**config.mk**
```make
export PLATFORM = sky130hd
export DESIGN_NAME = fp_mul_pipe
export DESIGN_NICKNAME = d
export VERILOG_FILES = /design/src/rtl/fp_mul_pipe.sv
export SDC_FILE = /design/constraint.sdc
export NUM_CORES = 2
export LEC_CHECK = 0
export ABC_AREA = 1
export CAP_MARGIN = 30
export CORE_ASPECT_RATIO = 2
export CORE_MARGIN = 8
export CORE_UTILIZATION = 50
export CTS_BUF_LIST = sky130_fd_sc_hd__clkbuf_4
export CTS_CLUSTER_DIAMETER = 150
export DETAILED_ROUTE_END_ITERATION = 16
export GPL_ROUTABILITY_DRIVEN = 0
export HOLD_SLACK_MARGIN = 0.15
export MAX_ROUTING_LAYER = met4
export PLACE_DENSITY_LB_ADDON = 0.1
export SYNTH_ARGS = -nofsm -noshare
export SYNTH_HDL_FRONTEND = slang
export SYNTH_SLANG_ARGS = --single-unit
```
**constraint.sdc**
```tcl
create_clock -name Clk -period 20.7 [get_ports Clk]
set_input_delay 5.175 -clock Clk [delete_from_list [all_inputs] [get_ports Clk]]
set_output_delay 5.175 -clock Clk [all_outputs]
set_load 0.02 [all_outputs]
```
**src/rtl/fp_mul_pipe.sv**
```systemverilog
// rtl/fp_mul_pipe.sv - three-stage pipelined IEEE-754 floating-point multiplier
//
// Multiplies two IEEE-754 operands of parameterised exponent/fraction width.
// Stages:
//   S1 unpack/classify, S2 normalise, S3 round/pack.
//   S3 is the output register.
// There is one global stall: the whole pipe advances when the output register
// is empty or is being consumed.
// Subnormal inputs are flushed to zero.
// Results that underflow are flushed to signed zero.
//
// Ports:
//   Clk        clock, rising edge
//   Rst        synchronous active-high reset, discards all in-flight work
//   in_valid   operand pair valid
//   in_ready   pipe accepts operands this cycle
//   in_a/in_b  operands, {sign, exponent, fraction}
//   in_rnd     rounding mode: 00 RTZ, 01 RNE, 10 RNA, 11 RNE
//   in_tag     user tag carried with the operation
//   out_valid  result valid
//   out_ready  downstream accepts the result
//   out_c      product
//   out_flags  {invalid, overflow, underflow, inexact} for this result
//   out_tag    tag of this result

module fp_mul_pipe #(
    parameter int EXP_W = 8,
    parameter int MAN_W = 23,
    parameter int TAG_W = 4
) (
    input  logic                   Clk,
    input  logic                   Rst,
    input  logic                   in_valid,
    output logic                   in_ready,
    input  logic [EXP_W+MAN_W:0]   in_a,
    input  logic [EXP_W+MAN_W:0]   in_b,
    input  logic [1:0]             in_rnd,
    input  logic [TAG_W-1:0]       in_tag,
    output logic                   out_valid,
    input  logic                   out_ready,
    output logic [EXP_W+MAN_W:0]   out_c,
    output logic [3:0]             out_flags,
    output logic [TAG_W-1:0]       out_tag
);

    localparam int W  = 1 + EXP_W + MAN_W;
    localparam int EW = EXP_W + 2;       // signed exponent datapath width
    localparam int SW = MAN_W + 1;       // significand width incl. hidden bit
    localparam int PW = 2 * SW;          // full product width

    localparam logic [EW-1:0]    BIAS_X    = EW'((2 ** (EXP_W - 1)) - 1);
    localparam logic [EW-1:0]    EMAX_X    = EW'((2 ** EXP_W) - 1);
    localparam logic [EXP_W-1:0] EXP_ONES  = '1;
    localparam logic [EXP_W-1:0] EXP_MAXF  = {{(EXP_W-1){1'b1}}, 1'b0};
    localparam logic [MAN_W-1:0] FRAC_ONES = '1;
    localparam logic [MAN_W-1:0] FRAC_ZERO = '0;
    localparam logic [W-1:0]     QNAN      = {1'b0, EXP_ONES, 1'b1, {(MAN_W-1){1'b0}}};

    // Global stall: every stage register holds, bubbles included.
    logic advance;
    assign advance  = !out_valid || out_ready;
    assign in_ready = advance;

    // ------------------------------------------------------------------
    // S1: unpack / classify
    // ------------------------------------------------------------------
    logic             a_s, b_s;
    logic [EXP_W-1:0] a_e, b_e;
    logic [MAN_W-1:0] a_f, b_f;
    logic             a_zero, b_zero, a_inf, b_inf, a_nan, b_nan;
    logic             nan_d, inf_d, zero_d;
    logic [EW-1:0]    e1_d;
    logic [PW-1:0]    prod_d;

    assign a_s = in_a[W-1];
    assign b_s = in_b[W-1];
    assign a_e = in_a[W-2:MAN_W];
    assign b_e = in_b[W-2:MAN_W];
    assign a_f = in_a[MAN_W-1:0];
    assign b_f = in_b[MAN_W-1:0];

    // A zero exponent is zero regardless of fraction (flush-to-zero).
    assign a_zero = (a_e == '0);
    assign b_zero = (b_e == '0);
    assign a_inf  = (a_e == EXP_ONES) && (a_f == '0);
    assign b_inf  = (b_e == EXP_ONES) && (b_f == '0);
    assign a_nan  = (a_e == EXP_ONES) && (a_f != '0);
    assign b_nan  = (b_e == EXP_ONES) && (b_f != '0);

    assign nan_d  = a_nan || b_nan || (a_inf && b_zero) || (b_inf && a_zero);
    assign inf_d  = a_inf || b_inf;
    assign zero_d = a_zero || b_zero;

    // Two's-complement in EW bits; can go negative for tiny products.
    assign e1_d   = {2'b00, a_e} + {2'b00, b_e} - BIAS_X;
    assign prod_d = {{SW{1'b0}}, 1'b1, a_f} * {{SW{1'b0}}, 1'b1, b_f};

    logic             s1_valid;
    logic             s1_sign, s1_nan, s1_inf, s1_zero;
    logic [EW-1:0]    s1_e;
    logic [PW-1:0]    s1_prod;
    logic [1:0]       s1_rnd;
    logic [TAG_W-1:0] s1_tag;

    always_ff @(posedge Clk) begin
        if (Rst) begin
            s1_valid <= 1'b0;
        end else if (advance) begin
            s1_valid <= in_valid;
            s1_sign  <= a_s ^ b_s;
            s1_nan   <= nan_d;
            s1_inf   <= inf_d;
            s1_zero  <= zero_d;
            s1_e     <= e1_d;
            s1_prod  <= prod_d;
            s1_rnd   <= in_rnd;
            s1_tag   <= in_tag;
        end
    end

    // ------------------------------------------------------------------
    // S2: normalise, extract guard/round/sticky, decide increment
    // ------------------------------------------------------------------
    logic          msb;
    logic [PW-1:0] norm;
    logic [SW-1:0] kept;
    logic          guard, rnd_bit, sticky;
    logic          inc_d, inexact_d;
    logic [EW-1:0] e2_d;

    // The product of two [1,2) significands is in [1,4).
    // Aligning the leading one to the top keeps a single extraction point.
    assign msb     = s1_prod[PW-1];
    assign norm    = msb ? s1_prod : {s1_prod[PW-2:0], 1'b0};
    assign kept    = norm[PW-1:MAN_W+1];
    assign guard   = norm[MAN_W];
    assign rnd_bit = norm[MAN_W-1];
    assign sticky  = |norm[MAN_W-2:0];
    assign e2_d    = s1_e + {{(EW-1){1'b0}}, msb};

    assign inexact_d = guard || rnd_bit || sticky;

    always_comb begin
        inc_d = 1'b0;
        case (s1_rnd)
            2'b00:   inc_d = 1'b0;                                    // RTZ
            2'b10:   inc_d = guard;                                   // RNA
            default: inc_d = guard && (rnd_bit || sticky || kept[0]); // RNE
        endcase
    end

    logic             s2_valid;
    logic             s2_sign, s2_nan, s2_inf, s2_zero, s2_rtz;
    logic [EW-1:0]    s2_e;
    logic [SW-1:0]    s2_kept;
    logic             s2_inc, s2_inexact;
    logic [TAG_W-1:0] s2_tag;

    always_ff @(posedge Clk) begin
        if (Rst) begin
            s2_valid <= 1'b0;
        end else if (advance) begin
            s2_valid   <= s1_valid;
            s2_sign    <= s1_sign;
            s2_nan     <= s1_nan;
            s2_inf     <= s1_inf;
            s2_zero    <= s1_zero;
            s2_rtz     <= (s1_rnd == 2'b00);
            s2_e       <= e2_d;
            s2_kept    <= kept;
            s2_inc     <= inc_d;
            s2_inexact <= inexact_d;
            s2_tag     <= s1_tag;
        end
    end

    // ------------------------------------------------------------------
    // S3: round, range check, special override, pack
    // ------------------------------------------------------------------
    logic [SW:0]      sum;
    logic             carry;
    logic [MAN_W-1:0] frac3;
    logic [EW-1:0]    e3;
    logic             ovf, unf;
    logic [W-1:0]     res_c;
    logic [3:0]       res_f;

    assign sum   = {1'b0, s2_kept} + {{SW{1'b0}}, s2_inc};
    assign carry = sum[SW];
    // On carry-out the significand is exactly 10.00..0.
    // Shifting right leaves a zero fraction.
    assign frac3 = carry ? sum[MAN_W:1] : sum[MAN_W-1:0];
    assign e3    = s2_e + {{(EW-1){1'b0}}, carry};
    assign ovf   = ($signed(e3) >= $signed(EMAX_X));
    assign unf   = e3[EW-1] || (e3 == '0);

    always_comb begin
        res_c = {s2_sign, e3[EXP_W-1:0], frac3};
        res_f = {3'b000, s2_inexact};
        if (ovf) begin
            res_f = 4'b0101;
            res_c = s2_rtz ? {s2_sign, EXP_MAXF, FRAC_ONES}
                           : {s2_sign, EXP_ONES, FRAC_ZERO};
        end else if (unf) begin
            // Non-special operands always carry a hidden one.
            // The exact product is therefore nonzero.
            // Flushing it is always inexact.
            res_f = 4'b0011;
            res_c = {s2_sign, {(W-1){1'b0}}};
        end

        if (s2_nan) begin
            res_c = QNAN;
            res_f = 4'b1000;
        end else if (s2_inf) begin
            res_c = {s2_sign, EXP_ONES, FRAC_ZERO};
            res_f = 4'b0000;
        end else if (s2_zero) begin
            res_c = {s2_sign, {(W-1){1'b0}}};
            res_f = 4'b0000;
        end
    end

    always_ff @(posedge Clk) begin
        if (Rst) begin
            out_valid <= 1'b0;
            out_c     <= '0;
            out_flags <= '0;
            out_tag   <= '0;
        end else if (advance) begin
            out_valid <= s2_valid;
            if (s2_valid) begin
                out_c     <= res_c;
                out_flags <= res_f;
                out_tag   <= s2_tag;
            end
        end
    end

endmodule

```
==> out/results.txt <==
The most frequent cell after synthesis is inv_1. The tools report the net count after synthesis as 4224. The clock tree skew after final layout was 53.35 ps; the die extent in x was 181.7 um. Averaged over all synthesized cells, the footprint is 7.908 um2. For the later-pin clock latency in the skew report, the log shows 630 ps.

During synthesis, Yosys emitted a total of 0 warnings. After clock tree synthesis, the clock-pin slew on the worst setup and hold paths is 140 ps. Of the synthesized area, sequential elements account for 15.49%. The via density per instance came out at 5.291. Sequential cell area: 0.004254 mm2.

Relative slew slack: 34.66%. The final HPWL from detailed placement is 67050 um, and the routed wire length per instance is 19.71 um. Setup violations remaining at the end of the flow were counted as 0. The fraction of registers with async set/reset was 0%. After synthesis the netlist holds a flip-flop and latch count of 156. Static timing analysis puts the maximum clock frequency at 83.50 MHz. For this run the aggregate overflow at the end of global routing stands at 0. Counting instances in the post-synthesis netlist gives the leading cell types as 970 x inv_1, 905 x nand2_1, 483 x fa_1. The min-delay analysis places its worst path in the category register to register.

After synthesis, the cell types taking the most area are fa_1 35%, inv_1 13%, nand2_1 12%. For the arrival time reported for the critical path endpoint, the log shows 12370 ps. The number of flops mapped to enable cells by yosys was 113. The tools report the type of element launching the critical path as an input port. For this run, the detailed router's first-pass iteration total came to 7. During placement, the flow inserted port buffers numbering 115.

The worst setup path is of the input port to register kind. The run finished with clean final reports. The maximum fanout encountered on the critical timing path works out to 25.

The main flop type after synthesis is edfxtp_1. Data on the critical path is required at its endpoint by 21090 ps. The root buffer cell chosen for the clock tree is clkbuf_4.

The die covers 0.06314 mm2. After clock tree synthesis, the flow added hold-fix buffers numbering 0. The minimum clock period is 11980 ps. Startpoint of the lowest-slack register-to-register path: s2_inc. The clock buffer count from CTS is 25. Setup repair after global routing left no endpoint under its margin.

Buffers added to address setup during post-CTS repair amount to 0. Across the run, the number of max-cap violations was 0. The run gives 116 as the number of top-level pins. The detailed router placed 22310 vias in this run. The number of cells produced by synthesis is 3473.

The fraction of final layout cells sized beyond drive strength 1 is 3.814%, and the reg-to-reg setup timing slack is 15840 ps. The pin count of the biggest net entering global routing was 79; the part of the cycle the worst path needs was 57.85%. The number of instances on the worst hold path is 0, and the number of H-tree levels is 4. After synthesis, the netlist uses 49 different library cells. The multi-input combinational cells in the finished layout cover a total of 0.01901 mm2. For the total global routing track utilization, the log shows 27.63%. In this run the most critical hold path is launched from s1_nan. The mapped cell area is 0.02747 mm2, and the number of standard-cell rows in the floorplan is 121. In the final timing run, aggregate negative setup slack is 0 ps.

In this run the biggest area consumer among cell types represents 35.21% of the synthesized area. The max-slew violation total from the final report was 0. The worst register-to-register path ends at out_c[18]. The biggest area contributor in the post-synthesis netlist is fa_1.

The layout net count is 4285, and the number of clock sinks seen by CTS is 156. The longest clock path from root to sink contains 3 buffers. The transition time at the pin with the least slew margin is 980.1 ps.

The detail route stage leaves a number of antenna-violating nets equal to 0. The path with the worst hold slack has its endpoint at s2_nan. The tools report the via count of the first global-routing pass as 24570. STA classifies the critical path endpoint as a register. Count of endpoints failing hold in the final timing report: 0. The logs give 425.9 ps for the final hold slack and 5172 for the layout filler cell count. The run gives 130300 um as the wire length of the first global-routing pass. The number of cells on the worst reg-to-reg path was 21.

Once layout is complete, the utilization of the core stands at 54.33%. The area overhead of the layout relative to synthesis came out at 7.508%. TritonCTS built the clock tree.

The number of antenna violations at the first check in global routing is 1. The initial cell density of the core is 50.53%, and the overall routed net length is 83110 um. The tools report the post-cts sizing count as 0. The floorplan step defined a core boundary enclosing 0.05435 mm2. The die height is 347.5 um, and the number of DRC violations after detailed-routing iteration 0 is 1409. For the number of remaining DRC errors, the log shows 0.
## cell families after synthesis
kind of cell | synth area share, %
AND/OR/NAND/NOR | 18.25
AO/OA/AOI/OAI | 4.879
buffers and inverters | 15.33
XOR/XNOR | 2.005
flip-flops | 15.49
adder cells (fa/ha/maj) | 44.04
## sequential cells by signal, summed over array words and instances, names as in the netlist, 10 cells and up
register,flops
s2_kept,24
s2_e,10
out_c,32
s1_e,10
s1_prod,48
## how the worst max path moves through the flow
stage	startpoint	end	slack, ps	cells past startpoint
2_1_floorplan	in_b[3]	s1_prod[37]	9760	25
3_3_place_gp	in_b[3]	s1_prod[39]	8390	23
3_5_place_dp	in_b[3]	s1_prod[39]	8350	23
4_1_cts	out_ready	in_ready	8820	4
5_1_grt	in_b[3]	s1_prod[40]	8540	23
6_report	in_b[3]	s1_prod[39]	8720	23
## cell usage in the layout, fill, tap and decap left out, types with 23 or more instances in the layout
| cell type | Yosys | layout |
|---|---|---|
| a21oi_1 | 88 | 88 |
| buf_4 | 2 | 46 |
| clkbuf_4 | 0 | 26 |
| clkdlybuf4s50_1 | 0 | 110 |
| dfxtp_1 | 43 | 43 |
| edfxtp_1 | 113 | 113 |
| fa_1 | 483 | 483 |
| ha_1 | 194 | 194 |
| inv_1 | 970 | 970 |
| nand2_1 | 905 | 905 |
| nand3_1 | 68 | 68 |
| nand4_1 | 23 | 23 |
| nor2_1 | 173 | 172 |
| o21ai_0 | 76 | 76 |
| xor2_1 | 46 | 46 |
## metal layers
metal	wire [um]	vias up	GRT usage [%]
li1	-	10230	-
met1	27650	10950	26.12
met2	46120	807	53.13
met3	3370	319	1.951
met4	5977	0	17.13
met5	0	-	-
## final cells by class
class / instances / share of cell area, %
Antenna cell: 1 / 0.008475
Clock buffer: 26 / 0.6610
Clock inverter: 7 / 0.2119
Inverter: 975 / 12.40
Multi-Input combinational cell: 2214 / 64.37
Sequential cell: 156 / 14.41
Tap cell: 676 / 2.865
Timing Repair Buffer: 162 / 5.076
## worst max-delay path, stage by stage
cell	delay, ps
clkdlybuf4s50_1	500
buf_4	360
nand2_1	160
fa_1	580
inv_1	60
fa_1	480
inv_1	60
fa_1	540
inv_1	50
fa_1	480
fa_1	510
fa_1	510
inv_1	50
fa_1	470
inv_1	40
ha_1	350
a21oi_1	290
o21ai_0	330
a21oi_1	480
inv_1	100
o21ai_0	440
nand3_1	150
xor2_1	170
## per-stage QoR
step / instances / cell area [um2] / setup WS (ps)
CTS: 4216 / 29520 / 8817
detailed placement: 4183 / 29270 / 8350
global route: 4217 / 29530 / 8542
floorplan: 3473 / 27470 / 9755
global placement: 4182 / 29240 / 8391
finish: 4217 / 29530 / 8724
Power is not shown: default switching activity piles up to over one toggle a cycle in this logic, so the estimate is an artifact.
